==> src/rtl/mem_port_arbiter.sv <==
// mem_port_arbiter: shares one single-ported word memory between fetch (A) and load/store (B).
// Define MEM_PORT_ARB_FIXED_PRIO_EN for fixed B-wins priority; default is round-robin.
module mem_port_arbiter #(
   parameter int AW = 10,
   parameter int DW = 32
) (
   input  logic          clk,
   input  logic          rst_n,
   input  logic          a_req,
   input  logic          a_we,
   input  logic [31:0]   a_addr,
   input  logic [DW-1:0] a_wdata,
   input  logic          b_req,
   input  logic          b_we,
   input  logic [31:0]   b_addr,
   input  logic [DW-1:0] b_wdata,
   output logic          a_gnt,
   output logic          b_gnt,
   output logic          a_rvalid,
   output logic          b_rvalid,
   output logic [DW-1:0] a_rdata,
   output logic [DW-1:0] b_rdata,
   output logic          a_err,
   output logic          b_err,
   output logic          mem_we,
   output logic [31:0]   mem_raddr,
   output logic [31:0]   mem_waddr,
   output logic [DW-1:0] mem_wdata,
   input  logic [DW-1:0] mem_rdata
);

   logic          w_a_win;
   logic          w_b_win;
   logic          w_a_gnt;
   logic          w_b_gnt;
   logic          w_gnt;
   logic          w_we;
   logic          w_oor;
   logic [31:0]   w_addr;
   logic [DW-1:0] w_wdata;
   logic          w_a_own;
   logic          w_b_own;

   logic          r_rsp_pend;
   logic          r_rsp_owner;
   logic          r_rsp_err;
   logic          r_rsp_rd;

`ifdef MEM_PORT_ARB_FIXED_PRIO_EN
   always_comb begin
      w_a_win = a_req & ~b_req;
      w_b_win = b_req;
   end
`else
   // r_ptr = 0 favours A, 1 favours B
   logic r_ptr;

   always_comb begin
      w_a_win = a_req & (~b_req | ~r_ptr);
      w_b_win = b_req & (~a_req | r_ptr);
   end

   always_ff @(posedge clk or negedge rst_n) begin
      if (!rst_n) begin
         r_ptr <= 1'b0;
      end else if (w_a_gnt) begin
         r_ptr <= 1'b1;
      end else if (w_b_gnt) begin
         r_ptr <= 1'b0;
      end
   end
`endif

   // Grants are masked while reset is held so nothing leaks to memory.
   always_comb begin
      w_a_gnt = rst_n & w_a_win;
      w_b_gnt = rst_n & w_b_win;
      w_gnt   = w_a_gnt | w_b_gnt;
      w_we    = w_b_gnt ? b_we    : a_we;
      w_addr  = w_b_gnt ? b_addr  : a_addr;
      w_wdata = w_b_gnt ? b_wdata : a_wdata;
      w_oor   = |w_addr[31:AW];
   end

   always_comb begin
      a_gnt     = w_a_gnt;
      b_gnt     = w_b_gnt;
      mem_we    = 1'b0;
      mem_raddr = '0;
      mem_waddr = '0;
      mem_wdata = '0;
      if (w_gnt && !w_oor) begin
         if (w_we) begin
            mem_we    = 1'b1;
            mem_waddr = w_addr;
            mem_wdata = w_wdata;
         end else begin
            mem_raddr = w_addr;
         end
      end
   end

   always_ff @(posedge clk or negedge rst_n) begin
      if (!rst_n) begin
         r_rsp_pend  <= 1'b0;
         r_rsp_owner <= 1'b0;
         r_rsp_err   <= 1'b0;
         r_rsp_rd    <= 1'b0;
      end else if (w_gnt) begin
         r_rsp_pend  <= ~w_we | w_oor;
         r_rsp_owner <= w_b_gnt;
         r_rsp_err   <= w_oor;
         r_rsp_rd    <= ~w_we;
      end else begin
         r_rsp_pend  <= 1'b0;
      end
   end

   always_comb begin
      w_a_own  = r_rsp_pend & ~r_rsp_owner;
      w_b_own  = r_rsp_pend & r_rsp_owner;
      a_rvalid = w_a_own & r_rsp_rd;
      b_rvalid = w_b_own & r_rsp_rd;
      a_err    = w_a_own & r_rsp_err;
      b_err    = w_b_own & r_rsp_err;
      a_rdata  = '0;
      b_rdata  = '0;
      if (a_rvalid && !r_rsp_err) begin
         a_rdata = mem_rdata;
      end
      if (b_rvalid && !r_rsp_err) begin
         b_rdata = mem_rdata;
      end
   end

endmodule

==> config.mk <==
export PLATFORM = sky130hd
export DESIGN_NAME = mem_port_arbiter
export DESIGN_NICKNAME = d
export VERILOG_FILES = /design/src/rtl/mem_port_arbiter.sv
export SDC_FILE = /design/constraint.sdc
export NUM_CORES = 1
export LEC_CHECK = 0
export ABC_AREA = 1
export BUFFER_PORTS_ARGS = -buffer_cell sky130_fd_sc_hd__buf_2
export CORE_AREA = 8 8 124 126
export CTS_CLUSTER_DIAMETER = 100
export CTS_CLUSTER_SIZE = 25
export DETAILED_ROUTE_END_ITERATION = 6
export DIE_AREA = 0 0 132 134
export GPL_TIMING_DRIVEN = 0
export MAX_ROUTING_LAYER = met4
export PLACE_DENSITY = 0.59
export SETUP_SLACK_MARGIN = 0.5
export SKIP_CTS_REPAIR_TIMING = 1
export SYNTH_ARGS = -nofsm -noshare
export SYNTH_HDL_FRONTEND = slang
export SYNTH_SLANG_ARGS = --single-unit
==> constraint.sdc <==
create_clock -name clk -period 1.7 [get_ports clk]
set_clock_uncertainty 0.1 [all_clocks]
set_input_delay 0 -clock clk [delete_from_list [all_inputs] [get_ports clk]]
set_output_delay 0 -clock clk [all_outputs]
set_load 0.01 [all_outputs]
* Yosys cells after proc, flatten, opt, wreduce, memory -nomap -nowiden
Cells that the tools add are included.
** Word-level totals
- Logic and storage cells :: 47
- Flip-flop bits (word level) :: 5
- Memories :: 0
- Input port bits :: 166
- Output and inout bits :: 167
- Bits in read-only memories :: 0
- Memory bits (writable) :: 0
- Latch bits :: 0
** Operators by class
- Eq/ne operators :: 0
- $add $sub $neg :: 0
- Reductions and logical operators :: 7
- Multiply operators :: 0
- Order comparisons :: 0
- Mux-type cells :: 16
- Div/mod/pow operators :: 0
- Bitwise logic cells :: 19
- Shift operators :: 0
** Operators by type and width (number)
- 32-bit 2-to-1 mux :: 10
- 22-bit OR reduction :: 1
- 1-bit AND :: 10
- 1-bit 2-to-1 mux :: 6
- 1-bit NOT :: 5
- 1-bit bitwise OR :: 4
- 1-bit logical AND :: 3
- 1-bit logical NOT :: 2
- 2-bit nonzero test :: 1

* Longest topological paths before layout
- Word-level depth :: 9
- Gate-level depth with buffers :: 13
- Gate-level depth less buffers :: 12

* Worst setup path after synthesis
OpenSTA, ideal clock, no wires.
- Kind :: register to output
- From :: register r_ptr
- To :: output mem_waddr[0]
- Data arrival time :: 1609 ps
- Slack :: -9 ps
- Required time :: 1600 ps
- Buffers on the path :: 2
- Stages on the path, launching flop included :: 14
- Path through :: dfrtp_1 inv_1 nand2_4 nand2_4 inv_2 buf_6 nand2_1 nand2_1 nor2_1 nand2_1 nor2_4 nand3_4 buf_6 nor2_2
** On the way
- Cells in the longest elaborated chain, start to end :: 8
- Elaborated cells on any way between the ends :: 15
- Classes of those cells :: 4 x mux; 8 x bitwise; 3 x reduce/logical
** RTL lines
- start: declaration :: RTL line 56 : logic r_ptr;
- start signal: assignment :: RTL line 65 : r_ptr <= 1'b0;
- start signal: assignment :: RTL line 67 : r_ptr <= 1'b1;
- start signal: assignment :: RTL line 69 : r_ptr <= 1'b0;
- 1-bit bitwise OR (*) :: RTL line 60 : w_b_win = b_req & (~a_req | r_ptr);
- 1-bit AND (*) :: RTL line 60
- 1-bit AND (*) :: RTL line 77 : w_b_gnt = rst_n & w_b_win;
- via b_gnt :: RTL line 18 : output logic b_gnt,
- 32-bit 2-to-1 mux :: RTL line 80 : w_addr = w_b_gnt ? b_addr : a_addr;
- 22-bit OR reduction :: RTL line 82 : w_oor = |w_addr[31:AW];
- 1-bit logical NOT :: RTL line 92 : if (w_gnt && !w_oor) begin
- 1-bit logical AND :: RTL line 92
- 32-bit 2-to-1 mux (*) :: RTL line 92
- end: declaration :: RTL line 27 : output logic [31:0] mem_waddr,
The timed path passes the listed nets; every way through them passes the cells marked *.

* Worst setup path after layout
- From :: register r_ptr
- To :: output mem_waddr[7]
** On the way
- Cells in the longest elaborated chain, start to end :: 8
- Elaborated cells on any way between the ends :: 15
- Classes of those cells :: 4 x mux; 8 x bitwise; 3 x reduce/logical
** RTL lines (RTL line)
- 1-bit bitwise OR :: 60
- 1-bit AND :: 60
- 1-bit AND :: 77
- 32-bit 2-to-1 mux :: 80
- 22-bit OR reduction :: 82
- 1-bit logical NOT :: 92
- 1-bit logical AND :: 92
- 32-bit 2-to-1 mux (*) :: 92
Every way passes the cells marked *; elsewhere a longest branch is shown, timed or not.

==> results.toml <==
[routing]
post_drt_wl_per_cell_um = 14.2
routed_wl_mm = 13.4
dr.pass1.iters = 4
postRouteAntennaNets = 0
via_per_inst = 3.85
dr_total_vias = 3618
drc = 0
drt_iter0_drc = 92

[cts]
htreeDepth = 1
clkTransAtPathRegs_ns = 0.03
ctsLongestPathBuffers = 2
cts_sinks = 5
cts_tree = "built"
numCtsBuffers = 3
root_buffer = "clkbuf_16"
clk_latency_ns = 0.22

[global_route]
overflow = 0
grt_pass1_vias = 3402
grt_pass1_wl_mm = 17.7
antenna_found_initial = 0
grtUsageTotal = 0.124
grt_max_degree = 11

[layout]
fin_nets = 926
n_antenna_cell = 0
area_delta_synth_final_pct = 146
final_util = 0.413
final_area_sq_um = 5580
drive_gt1_frac = 0.681

[placed_design]
hpwl_mm = 10.9
place.gp.congestion = 0.848
placed_cell_area_sq_um = 4260
pre_cts_slack_ns = -0.349
port_buffers = 288

[sta]
fin_tns_setup_ns = -28.39
rsz0062_at_grt = "yes"
fin_ws_ns = -0.550
drv_slew = 0
setup_viol = 55
max_freq_mhz = 444
finalHoldViolations = 0
holdWs_ns = 0.0716
fin_crit_ns = 2.25
fin_crit_sh = 1.32

[die]
rows = 43
pin_count = 333
die_w_um = 132
fp.coreArea_sq_um = 13500
initial_core_util = 0.168
die-area_sq_um = 17700
dieHeight_um = 134

[synthesis]
synthTopCellsByArea = "mux2i_1 (19%), buf_4 (15%), nor2_1 (15%), nand2_1 (11%), nor2_2 (11%)"
synth_commonest_cells = "nor2_1 (88), nand2_1 (69), inv_1 (49)"
netlist_instances = 390
async_reset_ff_frac = 1.00
ys_warn_count = 0
yosys_register_bits = 5
synth_ff_type = "dfrtp_1"
synth_top_cell_by_area = "mux2i_1"
synth_cell_types = 24
yosysTopAreaCellShare = 0.185
yosysMostFrequentCell = "nor2_1"
avgSynthCellArea_sq_um = 5.82
synth_area_sq_um = 2270
synth_seq_area_share = 0.0551
synth_edf_count = 0

[setup_path]
end_kind = "output port"
crit_path_max_fanout = 10
cp.required_ns = 1.60
critPathLaunchType = "register"
critical_path_class = "register to output port"
arrival_ns = 2.15

[power_and_ir_drop]
power_density_nw_per_um2 = 309
vdd_drop_max_v = 0.000276
leakage_nw = 3.44

[run]
cap_violations = 0

[outcome]
violations = "negative setup slack"
status = "finished with violations"

[worst_hold_path]
worstHoldPathType = "primary input to register"
[path summary, 6_finish.rpt]
check | slack, ns | start | cells past startpoint | endpoint
min in group asynchronous | 0.09 | rst_n | 2 | r_rsp_owner
hold reg to reg | 0.43 | r_rsp_err | 2 | r_rsp_err
hold / removal | 0.07 | b_req | 3 | r_rsp_owner
setup reg to reg | -0.49 | r_ptr | 19 | r_rsp_pend
setup / recovery | -0.55 | r_ptr | 15 | mem_waddr[7]
max in group asynchronous | 1.22 | rst_n | 2 | r_ptr
[routing by layer]
metal	track usage	vias to the layer above	wire length [um]
met5	-	-	0
met4	0.0115	0	91
met3	0.0262	6	769
met2	0.230	200	7050
met1	0.139	1584	5440
li1	-	1828	-
[critical path, stage by stage, from the launching register on]
cell and delay, ns:
dfrtp_1 0.38, inv_2 0.08, nand2_4 0.08, nand2_8 0.11
buf_6 0.12, nand2_2 0.05, nand2_2 0.04, nand2_1 0.06
nor2_2 0.13, nand2_2 0.08, nor2_4 0.17, nand3_4 0.09
buf_12 0.16, buf_8 0.15, nor2_2 0.08, buf_2 0.14
[stage by stage]
stage	cells	power [mW]
global route	939	1.84
detailed placement	901	1.05
CTS	905	1.44
finish	939	1.72
floorplan	433	0.709
global placement	901	1.04
[logic make-up (layout without fill, tap and decap cells)]
| family | Yosys count | count (layout) | share of synthesized area |
|---|---|---|---|
| other cells | 1 | 44 | 0.00165 |
| compound gates | 5 | 5 | 0.0121 |
| flops | 5 | 5 | 0.0551 |
| simple gates | 222 | 222 | 0.451 |
| buf+inv | 115 | 441 | 0.294 |
| mux | 42 | 42 | 0.185 |
[layout by cell type, fill, tap and decap left out, types with 3 or more instances in the layout]
cell type,netlist,layout
buf_12,0,9
buf_2,5,242
buf_4,45,51
buf_6,8,71
buf_8,0,5
clkbuf_16,0,10
conb_1,1,44
dfrtp_1,5,5
inv_1,49,43
inv_2,1,6
mux2i_1,42,42
nand2_1,69,59
nand2_2,0,8
nand2_4,2,3
nand3_1,8,8
nand3b_1,7,7
nor2_1,88,26
nor2_2,39,52
nor2_4,2,51
nor3_4,0,3
[registers in the layout, summed over array words and instances, names as in the netlist]
| signal | cells |
|---|---|
| r_ptr | 1 |
| r_rsp_err | 1 |
| r_rsp_owner | 1 |
| r_rsp_pend | 1 |
| r_rsp_rd | 1 |
[final cells by class]
class                   instances  area [sq um]
well taps                     180           225
fillers                      1389          7930
multi-input cells             313          2120
flip-flops and latches          5           125
inverters                      51           195
plain buffers                  64           612
repair buffers                322          2220
clock buffers                   4          78.8
[where the power goes]
| part | internal (mW) | switching (mW) | total (mW) |
|---|---|---|---|
| clock network | 0.310 | 0.0711 | 0.381 |
| registers | 0.142 | 0.0176 | 0.160 |
| logic | 0.580 | 0.603 | 1.18 |
| total | 1.03 | 0.692 | 1.72 |
No activity file was read; power rests on OpenSTA's default activity.
